File: config.mk
export PLATFORM = sky130hd
export DESIGN_NAME = logo_frame_ctrl
export DESIGN_NICKNAME = d
export VERILOG_FILES = /design/src/rtl/logo_pkg.sv /design/src/rtl/logo_idle_timer.sv /design/src/rtl/logo_frame_ctrl.sv
export SDC_FILE = /design/constraint.sdc
export NUM_CORES = 1
export LEC_CHECK = 0
export ABC_AREA = 1
export BUFFER_PORTS_ARGS = -buffer_cell sky130_fd_sc_hd__buf_2
export CAP_MARGIN = 10
export CORE_MARGIN = 1.5
export CORE_UTILIZATION = 50
export DETAILED_ROUTE_END_ITERATION = 16
export PLACE_DENSITY = 0.72
export SLEW_MARGIN = 20
export SYNTH_ARGS = -nofsm -noshare
export SYNTH_HDL_FRONTEND = slang
export SYNTH_SLANG_ARGS = --single-unit
File: constraint.sdc
create_clock -name clk_sys -period 1.51 [get_ports clk_sys]
set_clock_uncertainty 0.15 [all_clocks]
set_input_delay 0 -clock clk_sys [delete_from_list [all_inputs] [get_ports clk_sys]]
set_output_delay 0 -clock clk_sys [all_outputs]
set_load 0.02 [all_outputs]
File: src/rtl/logo_pkg.sv
// rtl/logo_pkg.sv - shared state encoding and framing constants for the logo frame controller
package logo_pkg;

    typedef enum logic [2:0] {
        ST_HUNT0     = 3'd0,
        ST_HUNT1     = 3'd1,
        ST_PAYLOAD   = 3'd2,
        ST_WAIT_SWAP = 3'd3,
        ST_RESYNC    = 3'd4,
        ST_CHECK     = 3'd5
    } logo_state_e;

    localparam logic [7:0] HDR0_DEF      = 8'hA5;
    localparam logic [7:0] HDR1_DEF      = 8'h5A;
    localparam int         LOGO_W        = 320;
    localparam int         LOGO_H        = 240;
    localparam int         NBYTES        = 2 * LOGO_W * LOGO_H;
    localparam int         SWAP_WAIT_CYC = 4;

endpackage

File: src/rtl/logo_idle_timer.sv
// rtl/logo_idle_timer.sv - idle counter cleared on activity, pulses tc on the LIMIT-th idle cycle
module logo_idle_timer #(
    parameter int LIMIT = 1000000
) (
    input  logic clk_sys,
    input  logic rst_sys_n,
    input  logic clr,
    input  logic en,
    output logic tc
);

    localparam int             CW   = (LIMIT > 1) ? $clog2(LIMIT) : 1;
    localparam logic [CW-1:0]  LAST = CW'(LIMIT - 1);

    logic [CW-1:0] cnt_q, cnt_d;

    assign tc = en && (cnt_q == LAST);

    always_comb begin
        cnt_d = cnt_q;
        if (clr || tc) begin
            cnt_d = '0;
        end else if (en) begin
            cnt_d = cnt_q + 1'b1;
        end
    end

    always_ff @(posedge clk_sys) begin
        if (!rst_sys_n) begin
            cnt_q <= '0;
        end else begin
            cnt_q <= cnt_d;
        end
    end

endmodule

File: src/rtl/logo_frame_ctrl.sv
// rtl/logo_frame_ctrl.sv - header hunt, payload forwarding and swap gating for the logo loader
// Optional trailer XOR check enabled by defining LOGO_FRAME_CHK_EN.
module logo_frame_ctrl
    import logo_pkg::*;
#(
    parameter int         WIDTH       = LOGO_W,
    parameter int         HEIGHT      = LOGO_H,
    parameter logic [7:0] HDR0        = HDR0_DEF,
    parameter logic [7:0] HDR1        = HDR1_DEF,
    parameter int         TIMEOUT_CYC = 1000000,
    parameter int         ERR_W       = 8
) (
    input  logic             clk_sys,
    input  logic             rst_sys_n,
    input  logic [7:0]       rx_byte,
    input  logic             rx_vld,
    output logic [7:0]       ld_byte,
    output logic             ld_vld,
    output logic             ld_rst,
    input  logic             ld_swap_req,
    output logic             swap_req,
    output logic [15:0]      frame_cnt,
    output logic [ERR_W-1:0] err_cnt,
    output logic [2:0]       state_o,
    output logic             busy
);

    localparam int              FRAME_BYTES = 2 * WIDTH * HEIGHT;
    localparam int              BCW         = $clog2(FRAME_BYTES);
    localparam logic [BCW-1:0]  LAST_IDX    = BCW'(FRAME_BYTES - 1);
    localparam int              WCW         = $clog2(SWAP_WAIT_CYC);
    localparam logic [WCW-1:0]  WAIT_LAST   = WCW'(SWAP_WAIT_CYC - 1);

    logo_state_e      state_q, state_d;
    logic [BCW-1:0]   byte_cnt_q, byte_cnt_d;
    logic [WCW-1:0]   wait_cnt_q, wait_cnt_d;
    logic [7:0]       ld_byte_q, ld_byte_d;
    logic             ld_vld_q, ld_vld_d;
    logic             ld_rst_q, ld_rst_d;
    logic             swap_req_q, swap_req_d;
    logic [15:0]      frame_cnt_q, frame_cnt_d;
    logic [ERR_W-1:0] err_cnt_q, err_cnt_d;
    logic             err_evt;
    logic             timer_act;
    logic             idle_tc;

`ifdef LOGO_FRAME_CHK_EN
    logic [7:0] xor_q, xor_d;
    logic       tr_vld_q, tr_vld_d;
    logic [7:0] tr_byte_q, tr_byte_d;
`endif

    logo_idle_timer #(
        .LIMIT(TIMEOUT_CYC)
    ) u_idle_timer (
        .clk_sys  (clk_sys),
        .rst_sys_n(rst_sys_n),
        .clr      (!timer_act || rx_vld),
        .en       (timer_act && !rx_vld),
        .tc       (idle_tc)
    );

    always_comb begin
        state_d     = state_q;
        byte_cnt_d  = byte_cnt_q;
        wait_cnt_d  = wait_cnt_q;
        ld_byte_d   = ld_byte_q;
        ld_vld_d    = 1'b0;
        swap_req_d  = 1'b0;
        frame_cnt_d = frame_cnt_q;
        err_evt     = 1'b0;
        timer_act   = 1'b0;
`ifdef LOGO_FRAME_CHK_EN
        xor_d       = xor_q;
        tr_vld_d    = tr_vld_q;
        tr_byte_d   = tr_byte_q;
        // A trailer may land while the loader is still deciding to swap; hold it.
        if (state_q != ST_WAIT_SWAP && state_q != ST_CHECK) begin
            tr_vld_d = 1'b0;
        end else if (rx_vld && !tr_vld_q) begin
            tr_vld_d  = 1'b1;
            tr_byte_d = rx_byte;
        end
`endif

        case (state_q)
            ST_HUNT0: begin
                if (rx_vld && rx_byte == HDR0) begin
                    state_d = ST_HUNT1;
                end
            end
            ST_HUNT1: begin
                if (rx_vld) begin
                    if (rx_byte == HDR1) begin
                        state_d    = ST_PAYLOAD;
                        byte_cnt_d = '0;
`ifdef LOGO_FRAME_CHK_EN
                        xor_d      = 8'h00;
`endif
                    end else if (rx_byte != HDR0) begin
                        state_d = ST_HUNT0;
                    end
                end
            end
            ST_PAYLOAD: begin
                timer_act = 1'b1;
                if (rx_vld) begin
                    ld_vld_d   = 1'b1;
                    ld_byte_d  = rx_byte;
                    byte_cnt_d = byte_cnt_q + 1'b1;
`ifdef LOGO_FRAME_CHK_EN
                    xor_d      = xor_q ^ rx_byte;
`endif
                    if (byte_cnt_q == LAST_IDX) begin
                        state_d    = ST_WAIT_SWAP;
                        wait_cnt_d = '0;
                    end
                end else if (idle_tc) begin
                    state_d = ST_RESYNC;
                    err_evt = 1'b1;
                end
            end
            ST_WAIT_SWAP: begin
                if (ld_swap_req) begin
`ifdef LOGO_FRAME_CHK_EN
                    state_d     = ST_CHECK;
`else
                    swap_req_d  = 1'b1;
                    frame_cnt_d = frame_cnt_q + 1'b1;
                    state_d     = ST_HUNT0;
`endif
                end else if (wait_cnt_q == WAIT_LAST) begin
                    state_d = ST_RESYNC;
                    err_evt = 1'b1;
                end else begin
                    wait_cnt_d = wait_cnt_q + 1'b1;
                end
            end
`ifdef LOGO_FRAME_CHK_EN
            ST_CHECK: begin
                timer_act = 1'b1;
                if (tr_vld_q || rx_vld) begin
                    if ((tr_vld_q ? tr_byte_q : rx_byte) == xor_q) begin
                        swap_req_d  = 1'b1;
                        frame_cnt_d = frame_cnt_q + 1'b1;
                        state_d     = ST_HUNT0;
                    end else begin
                        state_d = ST_RESYNC;
                        err_evt = 1'b1;
                    end
                end else if (idle_tc) begin
                    state_d = ST_RESYNC;
                    err_evt = 1'b1;
                end
            end
`endif
            ST_RESYNC: begin
                state_d = ST_HUNT0;
            end
            default: begin
                state_d = ST_HUNT0;
            end
        endcase

        if (ld_swap_req && state_q != ST_WAIT_SWAP) begin
            err_evt = 1'b1;
        end
        err_cnt_d = (err_evt && err_cnt_q != '1) ? err_cnt_q + 1'b1 : err_cnt_q;
        ld_rst_d  = (state_d == ST_RESYNC);
    end

    always_ff @(posedge clk_sys) begin
        if (!rst_sys_n) begin
            state_q     <= ST_HUNT0;
            byte_cnt_q  <= '0;
            wait_cnt_q  <= '0;
            ld_byte_q   <= 8'h00;
            ld_vld_q    <= 1'b0;
            ld_rst_q    <= 1'b1;
            swap_req_q  <= 1'b0;
            frame_cnt_q <= 16'h0000;
            err_cnt_q   <= '0;
        end else begin
            state_q     <= state_d;
            byte_cnt_q  <= byte_cnt_d;
            wait_cnt_q  <= wait_cnt_d;
            ld_byte_q   <= ld_byte_d;
            ld_vld_q    <= ld_vld_d;
            ld_rst_q    <= ld_rst_d;
            swap_req_q  <= swap_req_d;
            frame_cnt_q <= frame_cnt_d;
            err_cnt_q   <= err_cnt_d;
        end
    end

`ifdef LOGO_FRAME_CHK_EN
    always_ff @(posedge clk_sys) begin
        if (!rst_sys_n) begin
            xor_q     <= 8'h00;
            tr_vld_q  <= 1'b0;
            tr_byte_q <= 8'h00;
        end else begin
            xor_q     <= xor_d;
            tr_vld_q  <= tr_vld_d;
            tr_byte_q <= tr_byte_d;
        end
    end
`endif

    assign ld_byte   = ld_byte_q;
    assign ld_vld    = ld_vld_q;
    assign ld_rst    = ld_rst_q;
    assign swap_req  = swap_req_q;
    assign frame_cnt = frame_cnt_q;
    assign err_cnt   = err_cnt_q;
    assign state_o   = state_q;
    assign busy      = (state_q == ST_PAYLOAD) || (state_q == ST_WAIT_SWAP) ||
                       (state_q == ST_CHECK);

endmodule

# ---- After elaboration in Yosys (flattened, before gate mapping)
# Cells that the tools add are included.
dict set report totals {
  input_bits 12
  word_cells 84
  register_bits 78
  output_inout_bits 39
}
dict set report op_classes {
  n_bitwise 1
  n_mux 28
  addsub 5
  n_reduce_logical 21
  eq_ne 19
}
# operator count
set op_table {}
lappend op_table {{18-bit 2-to-1 mux} 3}
lappend op_table {{18-bit one-hot mux with 2 select lines} 1}
lappend op_table {{3-bit 2-to-1 mux} 9}
lappend op_table {{20-bit by 1-bit adder with 20-bit output, second input constant} 1}
lappend op_table {{20-bit equality test, second input constant} 1}
lappend op_table {{18-bit by 1-bit adder with 18-bit output, second input constant} 1}
lappend op_table {{18-bit equality test, second input constant} 1}
lappend op_table {{16-bit by 1-bit adder with 16-bit output, second input constant} 1}
lappend op_table {{8-bit != test, second input constant} 2}
lappend op_table {{2-bit != test, second input constant} 6}
lappend op_table {{3-bit one-hot mux with 4 select lines} 1}
lappend op_table {{8-bit by 1-bit adder with 8-bit output, second input constant} 1}
lappend op_table {{8-bit by 7-bit equality test with 1-bit output, second input constant} 1}
lappend op_table {{8-bit equality test, second input constant} 1}
lappend op_table {{1-bit 2-to-1 mux} 8}
lappend op_table {{2-bit 2-to-1 mux} 4}
lappend op_table {{2-bit AND reduction} 4}
lappend op_table {{3-bit by 2-bit equality test with 1-bit output, second input constant} 2}
lappend op_table {{3-bit equality test, second input constant} 2}
lappend op_table {{1-bit logical AND} 5}
lappend op_table {{5-bit AND reduction} 1}
lappend op_table {{1-bit logical OR} 4}
lappend op_table {{2-bit one-hot mux with 2 select lines} 1}
lappend op_table {{4-bit AND reduction} 1}
lappend op_table {{10 further kinds} 12}

# ---- Longest topological paths before layout
# Gate-level depths: netlist of run 1.
dict set report logic_depth {
  depth_word 9
  mapped_depth 11
  mapped_depth_nobuf 11
}

# ---- Modules after synthesis
# A second synthesis of run 1 with hierarchy kept.
dict set report unflattened {
  cells_unflattened 621
  area_unflattened_um2 4125.2
}
# module n_inst seq_area_each_um2 area_each_um2 cells_per_inst
set modules_own_cells {}
lappend modules_own_cells {logo_frame_ctrl 1 1161.1 3032.9 458}
lappend modules_own_cells {logo_idle_timer 1 400.4 1092.3 163}

# ---- Worst setup path after synthesis of run 1
# Ideal clock, no wire load.
dict set report synth_timing {
  path_kind {reg2reg}
  startpoint {register err_cnt_q[0] (netlist: err_cnt[0])}
  endpoint {register err_cnt_q[1] (netlist: err_cnt[1])}
  path_slack_ps -288
  period_less_slack_ps 1798
  n_path_buf 0
  setup_time_ps 113
  t_arrival_ps 1535
  t_required_ps 1247
  path_stages_with_launch 9
  cell_sequence {dfxtp_1 > ha_1 > nand2_1 > nor3b_1 > nand2_1 > nand2_4 > inv_2 > nor2_1 > nor2_1}
}
dict set report synth_via {
  elab_chain_cells 2
  elab_cells_between_ends 3
  classes_between {add/sub: 1; eq/ne: 1; reduce/logical: 1}
}
# element line
set synth_lines {}
lappend synth_lines {{start: declaration} logo_frame_ctrl.sv:42} ;# logic [ERR_W-1:0] err_cnt_q, err_cnt_d;
lappend synth_lines {{start signal: assignment} logo_frame_ctrl.sv:192} ;# err_cnt_q <= err_cnt_d;
lappend synth_lines {{branches (longest 2 deep; another with 8-bit by 1-bit adder with 8-bit output)} --}
# Several ways; the timed one is not identified.
# A chain may end at the register's enable or synchronous reset.

# ---- Final worst setup path of run 1
dict set report layout_timing {
  startpoint {register state_q[1] (netlist: state_o[1])}
  endpoint {register byte_cnt_q[14]}
}
dict set report layout_via {
  elab_chain_cells 3
  elab_cells_between_ends 8
  classes_between {eq/ne: 5; mux: 1; reduce/logical: 2}
}
# element line
set layout_lines {}
lappend layout_lines {{start: declaration} logo_frame_ctrl.sv:34} ;# logo_state_e state_q, state_d;
lappend layout_lines {{start signal: assignment} logo_frame_ctrl.sv:184} ;# state_q <= state_d;
lappend layout_lines {{3-bit by 1-bit equality test with 1-bit output / 3-bit by 2-bit equality test with 1-bit output (equally long branches)} logo_frame_ctrl.sv:86} ;# case (state_q)
lappend layout_lines {{2-bit != test (no line) / 2-bit nonzero test (equally long branches)} --}
lappend layout_lines {{4-bit AND reduction (no line)} --}
lappend layout_lines {{end signal: assignment} logo_frame_ctrl.sv:185} ;# byte_cnt_q <= byte_cnt_d;
lappend layout_lines {{end: declaration} logo_frame_ctrl.sv:35} ;# logic [BCW-1:0] byte_cnt_q, byte_cnt_d;
# Parallel ways exist; a longest one is shown, timed or not.

==> impl_metrics.json, run 1 <==
{
  "yosys_warnings": 0,
  "cts_tree": "done",
  "rrSetupSlack_ns": -0.17,
  "final-setup-viol-count": 62,
  "start_util_pct": 52.2,
  "hpwl_um": 7890,
  "dieArea_mm2": 0.00875,
  "antenna_left": 0,
  "drive_above_1_share_pct": 45.0,
  "max_freq_mhz": 596,
  "cp-startpoint": "state_o[1]",
  "fin_crit_ns": 1.68,
  "p_sw_mw": 0.957,
  "synth-seq-cells": 78,
  "hold_violations": 0,
  "syn2layout_area_growth_pct": 53.6,
  "combPwrFrac_pct": 4.8,
  "worstPathRequired_ns": 1.64,
  "worst_setup_path_start_kind": "flop",
  "drt_pass1_iterations": 5,
  "clock_latency_ns": 0.36,
  "slowest_stage": "dfxtp_4",
  "worstPathCellList": "inv_2 > nand2_2 > nor2_4 > nand3_4 > nand2_8 > buf_6 > clkbuf_16 > nand4_1 > a21oi_1",
  "path_depth": 9,
  "crit_type": "flop to flop",
  "cts_root_buf": "clkbuf_8",
  "intPower_mw": 2.90,
  "fin_cells": 877,
  "port_buffers": 50,
  "track_usage_pct": 27.4,
  "crit_path_end": "byte_cnt_q[14]",
  "status": "finished with violations",
  "viasPerCell": 5.45,
  "gp_congestion": 0.858,
  "reg2reg_depth": 9,
  "clock_sinks": 78,
  "drt_iter0_markers": 285,
  "dr_total_vias": 4782,
  "ios": 51,
  "critPathTopFamily": "simple AND/OR/NAND/NOR gates",
  "final_core_util_pct": 80.3,
  "diodes": 0,
  "synthCells": 596,
  "dp_cells": 814,
  "avgSynthCellArea_um2": 6.88,
  "cellPowerDensity_mw_per_mm2": 613,
  "gr-total-overflow": 0,
  "ys_types": 42,
  "grt_pass1_wl_um": 19100,
  "cp.arrival_ns": 1.81,
  "rr_endpoint": "byte_cnt_q[14]",
  "ys.flop_type": "dfxtp_1",
  "async_reset_ff_share_pct": 0,
  "routed_wl_um": 13600,
  "grt_max_degree": 29,
  "antenna_found_initial": 0,
  "fin_ws_ns": -0.167,
  "path_clk_slew_ns": 0.09,
  "ir_drop_uv": 488,
  "layout.nets": 787,
  "clock_path_buffers": 2,
  "worstReg2RegStart": "state_o[1]",
  "synth_fp_nets": 613,
  "period_share_pct": 111,
  "fp.coreArea_mm2": 0.00785,
  "violations": "negative setup slack",
  "whs_ns": 0.0704,
  "die_h_um": 93.6,
  "slowest_delay_ns": 0.38,
  "maxSlewHeadroom_pct": 60.4,
  "p_leak_nw": 2.71,
  "htreeDepth": 3,
  "hold_class": "input pin to flop",
  "cts_buffers": 9,
  "drcViolationCount": 0,
  "slew_viol_final": 0,
  "pwr-share-clk_pct": 41.9,
  "worstMarginPinSlew_ns": 0.594,
  "cp-end-kind": "flop",
  "syn-cell-area_mm2": 0.00410,
  "crit_buf_inv": 3,
  "seq_power_share_pct": 53.3,
  "die_w_um": 93.6,
  "rows": 32,
  "max-cap-violations": 0,
  "synth-edff-count": 0,
  "critPathMaxFanout": 6,
  "first_global_vias": 4291,
  "switching_share_pct": 24.8,
  "ys_seq_area_share_pct": 38.1,
  "wl_per_cell_um": 15.5,
  "rsz0062_at_grt": "true"
}
through the flow:
step / setup WS, ns / area, um2 / setup TNS (ns) / power (mW)
final: -0.167 / 6300 / -4.92 / 3.86
after global placement: -0.140 / 5100 / -2.71 / 2.24
after detailed placement: -0.187 / 5100 / -4.26 / 2.24
after CTS: -0.106 / 5670 / -2.31 / 3.83
after floorplan: -0.0695 / 4210 / -0.130 / 2.19
after global routing: -0.233 / 6300 / -10.13 / 3.96
registers in the layout, summed over array words and instances (netlist names):
name	flops
u_idle_timer.cnt_q	20
byte_cnt_q	18
frame_cnt	16
err_cnt	8
ld_byte	8
state_o	3
wait_cnt_q	2
ld_rst	1
ld_vld	1
swap_req	1
worst min path at each step:
| stage | start | endpoint | cells past startpoint |
|---|---|---|---|
| 2_1_floorplan | rst_sys_n | ld_byte[5] | 2 |
| 3_3_place_gp | rx_byte[5] | ld_byte[5] | 3 |
| 3_5_place_dp | rx_byte[6] | ld_byte[6] | 3 |
| 4_1_cts | rst_sys_n | ld_vld | 3 |
| 5_1_grt | rx_vld | u_idle_timer.cnt_q[16] | 6 |
| 6_report | rst_sys_n | ld_vld | 3 |
layout by cell type (no fill, tap or decap), types with 5 or more instances in the layout:
master / n
buf_4: 84
nor3_2: 11
nand2_1: 107
inv_1: 52
buf_2: 49
nor2_4: 15
inv_2: 14
nand2_2: 24
clkbuf_8: 9
nand3_1: 22
a21oi_2: 16
inv_6: 5
nand3_2: 9
nor3_1: 11
nand3_4: 9
dfxtp_2: 22
a21oi_1: 29
dfxtp_1: 49
dfxtp_4: 7
o21ai_2: 6
nor2_2: 16
dlygate4sd3_1: 13
nor2_1: 77
buf_6: 20
nand4_1: 14
o21ai_0: 13
nand2_4: 6
xor2_1: 17
per-layer routing:
| layer | GRT usage (%) | vias up | part of all wire, % |
|---|---|---|---|
| met5 | 0 | - | 0 |
| met4 | 11.2 | 0 | 2.9 |
| met3 | 4.72 | 34 | 4.9 |
| met2 | 48.4 | 162 | 52 |
| met1 | 32.6 | 2304 | 40 |
| li1 | - | 2282 | - |
worst reg2reg max path, cell delays in order, from the launching register on:
cell and delay (ns):
dfxtp_4 0.38, inv_2 0.07, nand2_2 0.07, nor2_4 0.15, nand3_4 0.13, nand2_8 0.14
buf_6 0.11, clkbuf_16 0.12, nand4_1 0.09, a21oi_1 0.18
synth_stat cells, types with 2 or more instances:
cell,instances,share of area (%)
inv_2,7,0.64
nand4_4,2,1.0
dfxtp_1,78,38
ha_1,5,1.5
nand2_4,2,0.55
xor2_1,17,3.6
or2_2,3,0.46
nand2_1,132,12
inv_1,63,5.8
nand2_2,4,0.61
buf_2,2,0.24
nand3b_1,2,0.37
nor3_1,24,2.9
xnor2_1,3,0.64
a31oi_1,3,0.46
nand3_4,2,0.85
clkbuf_1,2,0.18
nand3_2,4,0.98
nand4_1,14,2.1
nand3_1,33,4.0
o21ai_0,21,2.6
a21oi_1,45,5.5
buf_1,2,0.18
buf_4,2,0.37
nor2_1,99,9.1
nor2_4,6,1.6
nor2_2,3,0.46
nor4_1,2,0.31
area by class of cell:
cell class	instances	area, um2
multi-input combinational	439	2760
sequential	78	1620
fill	499	1550
timing repair buffer	170	1310
inverter	72	294
clock buffer	10	128
tap	102	128
clock inverter	6	67.6
what timing repair did:
| action | in CTS | in global routing |
|---|---|---|
| endpoints found under the hold margin | 20 | 0 |
| cloned | 1 | 1 |
| buffers inserted | 12 | 20 |
| hold buffers | 13 | 0 |
| pin swaps | 19 | 48 |
| resized for setup | 46 | 133 |
| endpoints found under the setup margin | 55 | 75 |
cells by family after synthesis:
kind of cell    share of synthesized area [%]
flops                                    38.1
xor+xnor                                 4.27
fa+ha+maj                                1.53
buf+inv                                  7.63
compound gates                           9.77
simple gates                             38.7
power by group through the flow:
stage	Combinational (mW)	Sequential [mW]	Clock, mW
6_report	0.185	2.06	1.62
5_1_grt	0.200	2.06	1.70
4_1_cts	0.162	2.06	1.61
3_5_place_dp	0.131	2.11	0
3_3_place_gp	0.129	2.11	0
2_1_floorplan	0.0664	2.12	0
Note: power is estimated with default switching activity, not from simulation.
==> run 2, diff against run 1 <==
==> constraint.sdc (replaced) <==
create_clock -name clk_sys -period 1.4 [get_ports clk_sys]
set_clock_uncertainty 0.15 [all_clocks]
set_input_delay 0 -clock clk_sys [delete_from_list [all_inputs] [get_ports clk_sys]]
set_output_delay 0 -clock clk_sys [all_outputs]
set_load 0.02 [all_outputs]
==> impl_metrics.json, run 2 (synthesis gave the netlist of run 1 again) <==
{
  "status": "finished with violations",
  "violations": "negative setup slack",
  "clock_latency_ns": 0.36,
  "gr-total-overflow": 0,
  "cts_tree": "done",
  "clock_path_buffers": 2,
  "max_freq_mhz": 556,
  "clock_sinks": 78,
  "drcViolationCount": 0,
  "worstPathRequired_ns": 1.49,
  "port_buffers": 50,
  "viasPerCell": 5.66,
  "maxSlewHeadroom_pct": 65.9,
  "fin_ws_ns": -0.397,
  "track_usage_pct": 31.4,
  "cp.arrival_ns": 1.88,
  "worst_setup_path_start_kind": "flop",
  "intPower_mw": 3.48,
  "start_util_pct": 52.2,
  "combPwrFrac_pct": 4.8,
  "cellPowerDensity_mw_per_mm2": 673,
  "die_w_um": 93.6,
  "worstReg2RegStart": "frame_cnt[0]",
  "diodes": 0,
  "rrSetupSlack_ns": -0.40,
  "first_global_vias": 4861,
  "p_total_mw": 4.51,
  "drt_iter0_markers": 299,
  "die_h_um": 93.6,
  "slowest_delay_ns": 0.37,
  "drt_pass1_iterations": 6,
  "dr_total_vias": 5108,
  "grt_pass1_wl_um": 21900,
  "rr_endpoint": "frame_cnt[12]",
  "final-setup-viol-count": 69,
  "routed_wl_um": 15300,
  "hpwl_um": 8280,
  "layout.nets": 813,
  "gp_congestion": 0.913,
  "rows": 32,
  "final_common_cell": "buf_4",
  "wl_per_cell_um": 17.0,
  "path_clk_slew_ns": 0.09,
  "worstMarginPinSlew_ns": 0.510,
  "grt_max_degree": 21,
  "rsz0062_at_grt": "true",
  "p_leak_nw": 2.90,
  "final_cell_mix": "110 x buf_4, 101 x nand2_1, 81 x nor2_1, 49 x inv_1, 49 x buf_2",
  "reg2reg_depth": 6,
  "largest_register_ffs": 20,
  "pwr-share-clk_pct": 46.2,
  "crit_path_end": "frame_cnt[12]",
  "htreeDepth": 3,
  "antenna_left": 0,
  "cts_root_buf": "clkbuf_8",
  "regMostFlops": "u_idle_timer.cnt_q",
  "critPathMaxFanout": 3,
  "crit_type": "flop to flop",
  "cts_buffers": 9,
  "seq_power_share_pct": 49.0,
  "hold_class": "input pin to flop",
  "syn2layout_area_growth_pct": 63.3,
  "final.fill_count": 390,
  "fp.coreArea_mm2": 0.00785,
  "antenna_found_initial": 0,
  "dieArea_mm2": 0.00875,
  "worstPathCellList": "ha_4 > nand4_1 > nor2_4 > nand4_1 > o21ai_1 > nor2_1",
  "ir_drop_uv": 417,
  "cp-startpoint": "frame_cnt[0]",
  "ios": 51,
  "slew_viol_final": 0,
  "period_share_pct": 128,
  "switching_share_pct": 22.8,
  "fin_crit_ns": 1.80,
  "slowest_stage": "dfxtp_2",
  "drive_above_1_share_pct": 50.4,
  "whs_path_depth": 5,
  "cp-end-kind": "flop",
  "final_core_util_pct": 85.3,
  "max-cap-violations": 0,
  "hold_violations": 0,
  "path_common_cell": "nand4_1",
  "p_sw_mw": 1.03
}
[run 2: power groups by stage]
stage	registers, mW	logic, mW	clock network, mW
after floorplan	2.28	0.0735	0
after global placement	2.27	0.152	0
after detailed placement	2.27	0.157	0
after CTS	2.22	0.186	2.05
after global routing	2.21	0.230	2.16
final	2.21	0.216	2.08
[run 2: layout make-up]
cell class | instances | area [um2] | share of cell area, %
repair buffers | 196 | 1500 | 22.5
inverters | 72 | 298 | 4.45
flip-flops and latches | 78 | 1640 | 24.6
clock inverters | 1 | 30.0 | 0.449
clock buffers | 14 | 216 | 3.23
multi-input cells | 439 | 2880 | 42.9
well taps | 102 | 128 | 1.91
[run 2: how the worst min path moves through the flow]
| stage | from | end |
|---|---|---|
| final | ld_swap_req | err_cnt[4] |
| after global routing | ld_swap_req | err_cnt[3] |
| after CTS | rx_byte[2] | state_o[0] |
| after detailed placement | rx_byte[5] | ld_byte[5] |
| after global placement | rx_byte[5] | ld_byte[5] |
| after floorplan | rst_sys_n | ld_byte[5] |
[run 2: critical path, delay by kind of cell, from the launching register on]
family                     cells  cell delay [ns]
and+or+nand+nor                4             0.71
AOI/OAI and AO/OA              1             0.29
DFF                            1             0.37
adders and majority gates      1             0.15
[run 2: timing repair]
| item | 4_1_cts | 5_1_grt |
|---|---|---|
| hold buffers | 11 | 0 |
| pin swaps | 42 | 26 |
| gates cloned | 1 | 0 |
| setup buffers | 15 | 12 |
| hold endpoints to repair | 40 | 0 |
| endpoints found under the setup margin | 72 | 77 |
| resized for setup | 104 | 95 |
[run 2: stage by stage]
step	setup TNS, ns	hold WS (ns)	cells	worst slack, ns	instance area, um2
final	-12.48	0.0419	902	-0.397	6700
after global routing	-16.84	0.0816	902	-0.452	6700
after CTS	-7.43	0.0162	891	-0.201	6290
after detailed placement	-8.79	0.124	851	-0.259	5470
after global placement	-6.52	0.117	851	-0.203	5470
after floorplan	-2.91	-0.0116	596	-0.178	4300
[run 2: layer usage]
layer	vias up	wire [um]	track usage, %	part of all wire (%)
li1	2329	-	-	-
met4	0	749	14.9	4.9
met5	-	0	0	0
met3	79	1100	6.75	7.2
met1	2418	5710	35.3	37
met2	282	7780	55.9	51
==> run 3, diff against run 2 <==
--- a/config.mk
+++ b/config.mk
@@ -11,8 +11,7 @@
 export CORE_MARGIN = 1.5
 export CORE_UTILIZATION = 50
 export DETAILED_ROUTE_END_ITERATION = 16
-export PLACE_DENSITY = 0.72
-export SLEW_MARGIN = 20
+export PLACE_DENSITY = 0.69
 export SYNTH_ARGS = -nofsm -noshare
 export SYNTH_HDL_FRONTEND = slang
 export SYNTH_SLANG_ARGS = --single-unit
==> constraint.sdc (replaced) <==
create_clock -name clk_sys -period 1.7 [get_ports clk_sys]
set_clock_uncertainty 0.15 [all_clocks]
set_input_delay 0.255 -clock clk_sys [delete_from_list [all_inputs] [get_ports clk_sys]]
set_output_delay 0.255 -clock clk_sys [all_outputs]
set_load 0.02 [all_outputs]
==> impl_metrics.json, run 3 (synthesis gave the netlist of run 1 again) <==
{
  "status": "finished, final reports clean",
  "first_global_vias": 3889,
  "final_common_cell": "nand2_1",
  "final_core_util_pct": 67.4,
  "antenna_left": 0,
  "antenna_found_initial": 0,
  "crit_buf_inv": 2,
  "period_share_pct": 98.0,
  "p_leak_nw": 2.22,
  "rsz0062_at_grt": "true",
  "cts_root_buf": "clkbuf_8",
  "cp-end-kind": "primary output",
  "critPathTopFamily": "flip-flops",
  "grt_max_degree": 24,
  "placed_area_mm2": 0.00476,
  "layout.nets": 723,
  "hold_class": "input pin to flop",
  "final-setup-viol-count": 0,
  "worstPathRequired_ns": 1.29,
  "ios": 51,
  "largest_register_ffs": 20,
  "htreeDepth": 3,
  "max_freq_mhz": 600,
  "dieArea_mm2": 0.00875,
  "fp.coreArea_mm2": 0.00785,
  "combPwrFrac_pct": 3.3,
  "worstPathCellList": "inv_2 > nand2_2 > o211ai_1 > buf_4",
  "viasPerCell": 5.15,
  "pwr-share-clk_pct": 45.2,
  "rows": 32,
  "final.fill_count": 728,
  "dpl_worst_slack_ns": -0.0482,
  "cellPowerDensity_mw_per_mm2": 674,
  "cts_tree": "done",
  "drcViolationCount": 0,
  "diodes": 0,
  "die_w_um": 93.6,
  "gp_congestion": 0.880,
  "max-cap-violations": 0,
  "p_sw_mw": 0.815,
  "hpwl_um": 7480,
  "final_cell_area_mm2": 0.00529,
  "die_h_um": 93.6,
  "maxSlewHeadroom_pct": 70.5,
  "ir_drop_uv": 401,
  "regMostFlops": "u_idle_timer.cnt_q",
  "final_cell_mix": "126 x nand2_1, 95 x nor2_1, 66 x dfxtp_1, 59 x inv_1, 57 x buf_4",
  "multi_input_comb_area_mm2": 0.00239,
  "track_usage_pct": 23.7,
  "gr-total-overflow": 0,
  "regArea_mm2": 0.00158,
  "syn2layout_area_growth_pct": 29.0,
  "rrSetupSlack_ns": 0.04,
  "crit_type": "flop to primary output",
  "setup_tns_ns": 0,
  "postCtsHoldBufs": 0,
  "critPathMaxFanout": 4,
  "routed_wl_um": 10300,
  "hold_violations": 0,
  "worst_setup_path_start_kind": "flop",
  "drt_pass1_iterations": 6,
  "slew_viol_final": 0,
  "start_util_pct": 52.2,
  "intPower_mw": 2.75,
  "dr_total_vias": 4186,
  "fin_cells": 813,
  "clock_sinks": 78,
  "wl_per_cell_um": 12.7,
  "seq_power_share_pct": 51.5,
  "drive_above_1_share_pct": 28.1,
  "switching_share_pct": 22.9,
  "port_buffers": 50,
  "slowest_delay_ns": 0.38,
  "fin_ws_ns": 0.0339,
  "fin_crit_ns": 1.67,
  "cts_buffers": 9,
  "grt_pass1_wl_um": 16700,
  "cp.arrival_ns": 1.26,
  "worstMarginPinSlew_ns": 0.442,
  "clock_path_buffers": 2,
  "drt_iter0_markers": 206,
  "clock_latency_ns": 0.36,
  "dp_cells": 781,
  "slowest_stage": "dfxtp_4",
  "path_clk_slew_ns": 0.08
}
==> run 3: changes by cell type in the layout (fill, tap and decap cells not counted), moves of 17 or more <==
cell,change
nand2_1,+25
dfxtp_1,+28
nand2_2,-17
buf_6,-22
buf_4,-53
a21oi_1,+18
a21oi_2,-17
dfxtp_2,-18
==> run 3: per-stage QoR <==
step                      power [mW]  hold slack [ns]
after floorplan                 1.94            0.243
after global placement          1.99            0.314
after detailed placement        2.00            0.323
after CTS                       3.58           0.0309
after global routing            3.69           0.0520
final                           3.56           0.0310
==> run 3: area by class of cell <==
type	count	area share (%)
repair buffers	106	12.7
clock inverters	6	1.80
multi-input cells	439	45.2
flip-flops and latches	78	30.0
inverters	72	5.30
well taps	102	2.41
clock buffers	10	2.60
==> run 3: what timing repair did <==
item | in CTS | in global routing
setup endpoints to repair | 18 | 51
pin swaps | 1 | 18
gates cloned | 0 | 1
gates resized for setup | 8 | 47
setup buffers | 2 | 13
endpoints found under the hold margin | 0 | 0
==> run 3: worst paths after layout <==
check,cells past startpoint,start,to
min,3,rx_byte[5],ld_byte[5]
max reg2reg,10,byte_cnt_q[0],wait_cnt_q[0]
min reg2reg,2,ld_byte[1],ld_byte[1]
max,4,state_o[1],busy
==> run 3: layer usage <==
layer	up-vias	routed length, um	GRT usage, %	share of wire [%]
li1	2147	-	-	-
met1	1918	4870	31.0	47
met2	103	4810	38.3	47
met3	18	464	4.23	4.5
met4	0	191	9.83	1.8
met5	-	0	0	0
==> run 3: power by group through the flow <==
| stage | registers [mW] | logic [mW] | clock network (mW) |
|---|---|---|---|
| 2_1_floorplan | 1.89 | 0.0577 | 0 |
| 3_3_place_gp | 1.88 | 0.112 | 0 |
| 3_5_place_dp | 1.88 | 0.114 | 0 |
| 4_1_cts | 1.84 | 0.116 | 1.63 |
| 5_1_grt | 1.84 | 0.133 | 1.72 |
| 6_report | 1.83 | 0.119 | 1.61 |
==> run 3: worst register-to-register path, cell delays in order, from the launching register on <==
cell     delay, ns
dfxtp_2       0.34
ha_2          0.18
nand3_1       0.13
inv_2         0.09
nand2_2       0.07
inv_2         0.07
nand4_1       0.10
nand2_1       0.10
nand2_1       0.09
o21ai_0       0.18
nor2_1        0.06
